## src/rtl/lsu_pkg.sv

```systemverilog
// Shared constants, state encoding and request-legality helper for the load/store unit.
package lsu_pkg;

    localparam int LSU_XLEN = 32;

    // RISC-V funct3 encodings for loads and stores
    localparam logic [2:0] F3_LB  = 3'b000;
    localparam logic [2:0] F3_LH  = 3'b001;
    localparam logic [2:0] F3_LW  = 3'b010;
    localparam logic [2:0] F3_LBU = 3'b100;
    localparam logic [2:0] F3_LHU = 3'b101;
    localparam logic [2:0] F3_SB  = 3'b000;
    localparam logic [2:0] F3_SH  = 3'b001;
    localparam logic [2:0] F3_SW  = 3'b010;

    // Write-port access size encodings
    localparam logic [1:0] LEN_BYTE = 2'd0;
    localparam logic [1:0] LEN_HALF = 2'd1;
    localparam logic [1:0] LEN_WORD = 2'd2;

    typedef enum logic [2:0] {
        ST_IDLE = 3'd0,
        ST_RD1  = 3'd1,
        ST_RD2  = 3'd2,
        ST_WR   = 3'd3,
        ST_RESP = 3'd4
    } state_t;

    // A request faults on an unsupported funct3 or on a misaligned half/word address
    function automatic logic req_fault(input logic we, input logic [2:0] f3, input logic [1:0] a);
        logic bad_f3;
        logic mis;
        if (we) begin
            bad_f3 = !(f3 inside {F3_SB, F3_SH, F3_SW});
        end else begin
            bad_f3 = !(f3 inside {F3_LB, F3_LH, F3_LW, F3_LBU, F3_LHU});
        end
        mis = ((f3[1:0] == LEN_HALF) && a[0]) || ((f3[1:0] == LEN_WORD) && (a != 2'b00));
        return bad_f3 || mis;
    endfunction

endpackage

```

## src/rtl/lsu_load_align.sv

```systemverilog
// Combinational load-result extraction: picks byte/half/word from the read data and extends it.
module lsu_load_align
    import lsu_pkg::*;
#(
    parameter int XLEN = LSU_XLEN
) (
    input  logic [2:0]      funct3,
    input  logic [XLEN-1:0] data_r,
    output logic [XLEN-1:0] rdata
);

    logic signed [7:0]      byte_s;
    logic signed [15:0]     half_s;
    logic signed [XLEN-1:0] byte_ext;
    logic signed [XLEN-1:0] half_ext;

    assign byte_s   = data_r[7:0];
    assign half_s   = data_r[15:0];
    assign byte_ext = XLEN'(byte_s);
    assign half_ext = XLEN'(half_s);

    // Select the access size and extension mode from funct3
    always_comb begin
        rdata = '0;
        case (funct3)
            F3_LB:   rdata = byte_ext;
            F3_LH:   rdata = half_ext;
            F3_LW:   rdata = data_r;
            F3_LBU:  rdata = {{(XLEN-8){1'b0}}, data_r[7:0]};
            F3_LHU:  rdata = {{(XLEN-16){1'b0}}, data_r[15:0]};
            default: rdata = '0;
        endcase
    end

endmodule

```

## src/rtl/lsu.sv

```systemverilog
// Load/store unit: one request at a time, 2-cycle reads, single-cycle writes, faults bypass memory.
module lsu
    import lsu_pkg::*;
#(
    parameter int XLEN = LSU_XLEN
) (
    input  logic            clk,
    input  logic            rst_n,
    input  logic            req_valid,
    output logic            req_ready,
    input  logic            req_we,
    input  logic [2:0]      req_funct3,
    input  logic [XLEN-1:0] req_addr,
    input  logic [XLEN-1:0] req_wdata,
    input  logic [4:0]      req_rd,
    output logic            resp_valid,
    output logic [XLEN-1:0] resp_rdata,
    output logic [4:0]      resp_rd,
    output logic            resp_fault,
    output logic [XLEN-1:0] data_addr_r,
    input  logic [XLEN-1:0] data_r,
    output logic            data_w_en,
    output logic [XLEN-1:0] data_addr_w,
    output logic [XLEN-1:0] data_w,
    output logic [1:0]      data_len_w
);

    state_t          state;
    state_t          state_nxt;
    logic            we_q;
    logic [2:0]      funct3_q;
    logic [XLEN-1:0] addr_q;
    logic [XLEN-1:0] wdata_q;
    logic [4:0]      rd_q;
    logic            fault_q;
    logic            accept;
    logic            req_flt;
    logic [XLEN-1:0] load_data;

    assign req_ready = (state == ST_IDLE);
    assign accept    = req_valid && req_ready;
    assign req_flt   = req_fault(req_we, req_funct3, req_addr[1:0]);

    // State register; reset returns to IDLE and drops any in-flight request
    always_ff @(posedge clk) begin
        if (!rst_n) begin
            state <= ST_IDLE;
        end else begin
            state <= state_nxt;
        end
    end

    // Latch the accepted request; data fields need no reset, and reset blocks acceptance
    always_ff @(posedge clk) begin
        if (rst_n && accept) begin
            we_q     <= req_we;
            funct3_q <= req_funct3;
            addr_q   <= req_addr;
            wdata_q  <= req_wdata;
            rd_q     <= req_rd;
            fault_q  <= req_flt;
        end
    end

    lsu_load_align #(.XLEN(XLEN)) u_align (
        .funct3 (funct3_q),
        .data_r (data_r),
        .rdata  (load_data)
    );

    // Next-state selection and per-state drive of the memory ports and response
    always_comb begin
        state_nxt   = state;
        resp_valid  = 1'b0;
        resp_rdata  = '0;
        resp_rd     = '0;
        resp_fault  = 1'b0;
        data_addr_r = '0;
        data_w_en   = 1'b0;
        data_addr_w = '0;
        data_w      = '0;
        data_len_w  = '0;
        case (state)
            ST_IDLE: begin
                if (accept) begin
                    if (req_flt) begin
                        state_nxt = ST_RESP;
                    end else if (req_we) begin
                        state_nxt = ST_WR;
                    end else begin
                        state_nxt = ST_RD1;
                    end
                end
            end
            ST_RD1: begin
                data_addr_r = addr_q;
                state_nxt   = ST_RD2;
            end
            ST_RD2: begin
                data_addr_r = addr_q;
                state_nxt   = ST_RESP;
            end
            ST_WR: begin
                data_w_en   = 1'b1;
                data_addr_w = addr_q;
                data_w      = wdata_q;
                data_len_w  = funct3_q[1:0];
                state_nxt   = ST_RESP;
            end
            ST_RESP: begin
                data_addr_r = addr_q;
                resp_valid  = 1'b1;
                resp_rd     = rd_q;
                resp_fault  = fault_q;
                if (!we_q && !fault_q) begin
                    resp_rdata = load_data;
                end
                state_nxt = ST_IDLE;
            end
            default: state_nxt = ST_IDLE;
        endcase
    end

endmodule

```

## config.mk

```make
export PLATFORM = sky130hd
export DESIGN_NAME = lsu
export DESIGN_NICKNAME = d
export VERILOG_FILES = /design/src/rtl/lsu_pkg.sv /design/src/rtl/lsu_load_align.sv /design/src/rtl/lsu.sv
export SDC_FILE = /design/constraint.sdc
export NUM_CORES = 1
export LEC_CHECK = 0
export ABC_AREA = 0
export ABC_CLOCK_PERIOD_IN_PS = 3400
export CELL_PAD_IN_SITES_DETAIL_PLACEMENT = 0
export CELL_PAD_IN_SITES_GLOBAL_PLACEMENT = 2
export CORE_ASPECT_RATIO = 0.5
export CORE_UTILIZATION = 20
export CTS_CLUSTER_DIAMETER = 200
export CTS_CLUSTER_SIZE = 25
export DETAILED_ROUTE_END_ITERATION = 10
export PLACE_DENSITY = 0.91
export SLEW_MARGIN = 5
export SYNTH_ARGS = -nofsm -noshare
export SYNTH_HDL_FRONTEND = slang
export SYNTH_SLANG_ARGS = --single-unit
```

## constraint.sdc

```tcl
create_clock -name clk -period 3.4 [get_ports clk]
set_input_delay 0.51 -clock clk [delete_from_list [all_inputs] [get_ports clk]]
set_output_delay 0.51 -clock clk [all_outputs]
set_load 0.05 [all_outputs]
```

==> results of run 1 <==
synth_stat cells (all sizes together):
master	count	area, um^2
dfxtp	3	60.1
xor2	1	8.76
and2	112	701
nor4b	2	17.5
buf	5	36.3
nand2	17	63.8
nand3	1	10.0
nor3b	2	31.3
edfxtp	74	2220
mux2i	1	10.0
clkbuf	14	52.6
o21ai	9	45.0
or4b	1	10.0
or3	1	6.26
nor2	4	15.0
inv	1	3.75
a31oi	1	6.26
and3	2	12.5
nor2b	3	18.8
o21a	1	7.51
a221oi	1	8.76
mux2	1	11.3
a21oi	25	159
nor4	1	6.26
nor3	3	15.0
per-stage QoR:
| step | std cells | hold WS (ns) | area [um^2] |
|---|---|---|---|
| final | 760 | 0.650 | 6780 |
| after global routing | 760 | 0.685 | 6780 |
| after CTS | 760 | 0.650 | 6780 |
| after detailed placement | 744 | 0.635 | 6490 |
| after global placement | 744 | 0.624 | 6490 |
| after floorplan | 286 | 0.530 | 3540 |
final cells by class:
type | count | share of cell area (%)
clock inverters | 6 | 0.941
inverters | 1 | 0.0553
clock buffers | 10 | 3.38
multi-input cells | 189 | 17.3
flip-flops and latches | 77 | 33.6
repair buffers | 250 | 40.5
well taps | 227 | 4.19
sequential cells by signal (all words and copies together) (netlist names):
| signal | count |
|---|---|
| fault_q | 1 |
| addr_q | 32 |
| wdata_q | 32 |
| state | 3 |
| we_q | 1 |
| funct3_q | 3 |
| rd_q | 5 |
per-layer routing:
layer	part of all wire [%]	track usage (%)	vias up	routed length [um]
li1	-	-	1468	-
met1	38	12.4	1394	4250
met4	1.3	3.43	0	139
met2	55	22.2	93	6140
met5	0	0	-	0
met3	5.2	2.99	9	575
power breakdown:
part	switching [mW]	internal (mW)	leakage, nW
clock	0.367	0.567	0.138
combinational	0.226	0.199	1.47
sequential	0.0164	1.10	0.712
layout by cell type (no fill, tap or decap):
| cell | count |
|---|---|
| edfxtp_1 | 74 |
| and3_4 | 1 |
| nor3b_4 | 1 |
| or4b_1 | 1 |
| nor3b_2 | 1 |
| clkinv_4 | 1 |
| o21ai_0 | 9 |
| a21oi_1 | 16 |
| buf_12 | 25 |
| o21a_1 | 1 |
| clkbuf_16 | 9 |
| nor3_1 | 3 |
| clkinvlp_4 | 2 |
| a21oi_2 | 9 |
| buf_4 | 3 |
| dfxtp_1 | 3 |
| nor4_1 | 1 |
| mux2i_1 | 1 |
| clkinv_2 | 2 |
| nor2_4 | 1 |
| mux2_2 | 1 |
| inv_1 | 1 |
| clkbuf_1 | 1 |
| nor2_1 | 3 |
| nand3_2 | 1 |
| or3_1 | 1 |
| and2_1 | 112 |
| bufinv_16 | 1 |
| xor2_1 | 1 |
| clkdlybuf4s50_1 | 222 |
| nor4b_1 | 2 |
| a221oi_1 | 1 |
| nand2_1 | 17 |
| and3_1 | 1 |
| a31oi_1 | 1 |
| nor2b_1 | 3 |
final timing paths:
| kind | startpoint | endpoint | slack [ns] | cells after the start |
|---|---|---|---|---|
| worst max-delay path | state[0] | data_addr_r[13] | 0.32 | 4 |
| worst max register to register | state[0] | addr_q[22] | 1.62 | 3 |
| worst min register to register | state[1] | state[1] | 0.65 | 1 |
| worst min-delay path | state[1] | state[1] | 0.65 | 1 |
kinds of logic after synthesis:
family / count (synthesis)
buf+inv: 20
compound gates: 37
xor+xnor: 1
mux: 2
simple gates: 149
flops: 77
==> flow_summary.ini, run 1 <==
[run_status]
status = finished clean

[setup_path]
crit_family = buffers and inverters
max_stage_delay_ns = 0.82
worstPathCellList = xor2_1 -> mux2_2 -> and2_1 -> clkdlybuf4s50_1
crit_type = flip-flop to output port
arrival_ns = 2.57
critPathRequiredTime_ns = 2.89
crit_path_start_kind = flip-flop
worst_setup_path_end_kind = output port
worst-path-max-fanout = 32
cp_slowest_cell = clkdlybuf4s50_1
path_buf_inv = 1

[logic_synthesis]
synth_simple_gate_area_share_pct = 25.6
ys_seq_area_share_pct = 64.5
synth_compound_area_share_pct = 6.40
syn_area_per_cell_um2 = 12.4
ys_warn_count = 0
ys_ff_latch = 77
ys_types = 29
syn_area_mm2 = 0.00354
synth_xor_area_share_pct = 0.248
synthesis.nets = 394
synth_cells = 286
synth_fa_ha_area_share_pct = 0
muxShareOfSynthArea_pct = 0.601
synth_top_family_by_area = simple AND/OR/NAND/NOR gates

[timing]
tns_ns = 0
finalHoldViolCount = 0
tightest_slew_ns = 0.713
rsz0062_at_grt = no
drv_slew = 0
final.period_utilization_pct = 90.5
skew_ns = 0.00641
relSlewSlack_pct = 52.5
fmax_mhz = 325
min_period_ns = 3.08
fin_ws_ns = 0.322
finalSetupViolCount = 0

[final_layout]
antenna_cells = 0
n_fill_cell = 1611
drive_above_1_share_pct = 10.9
seq_area_mm2 = 0.00228
layout.nets = 636
area_growth_pct = 91.7
fin_util_pct = 40.3
multiInputGateArea_mm2 = 0.00118

[global_route]
grt-ovfl-total = 0
grt_pass1_vias = 2812
antenna_found_initial = 0
grtUsageTotal_pct = 11.5
grt_max_degree = 40
grt_pass1_wl_um = 15800

[clock_tree]
cts_buffer_depth = 2
post_cts_buffers = 0
cts.htree.levels = 3
numCtsBuffers = 9
cts_hold_buf = 0
cts_tree = done
clk_pin_slew_ns = 0.06
cts_resized = 0
clk_latency_ns = 0.32
cts_num_sinks = 77
cts_root_buffer = clkbuf_16

[floorplanning]
die_w_um = 190
core_mm2 = 0.0168
start_util_pct = 21.0
die-area_mm2 = 0.0183
rows = 33
die_h_um = 96.1
pin_count = 247

[power]
power.density_mw_per_mm2 = 364
ir_drop_v = 0.000195
total_power_mw = 2.47
p_leak_nw = 2.33

[job]
drv_cap = 0

[place]
port_buffers = 246
gp_congestion = 0.742
pre_cts_slack_ns = 0.588
hpwl_um = 8470

[route]
drtPass1Iterations = 4
routedWlPerCell_um = 14.6
vias_per_cell = 3.90
drtAntennaViolNets = 0
drt_iter0_drc = 111
wirelength_um = 11100
post-route-drc-count = 0
via_count = 2964

[min_path]
min_path_type = flip-flop to flip-flop
(Power assumes the default switching activity.)
==> run 2: changes to the inputs <==
HOLD_SLACK_MARGIN = 0.15   (was unset)
==> results of run 2 <==
No change in the layout: final DEF, timing and power equal those of run 1.
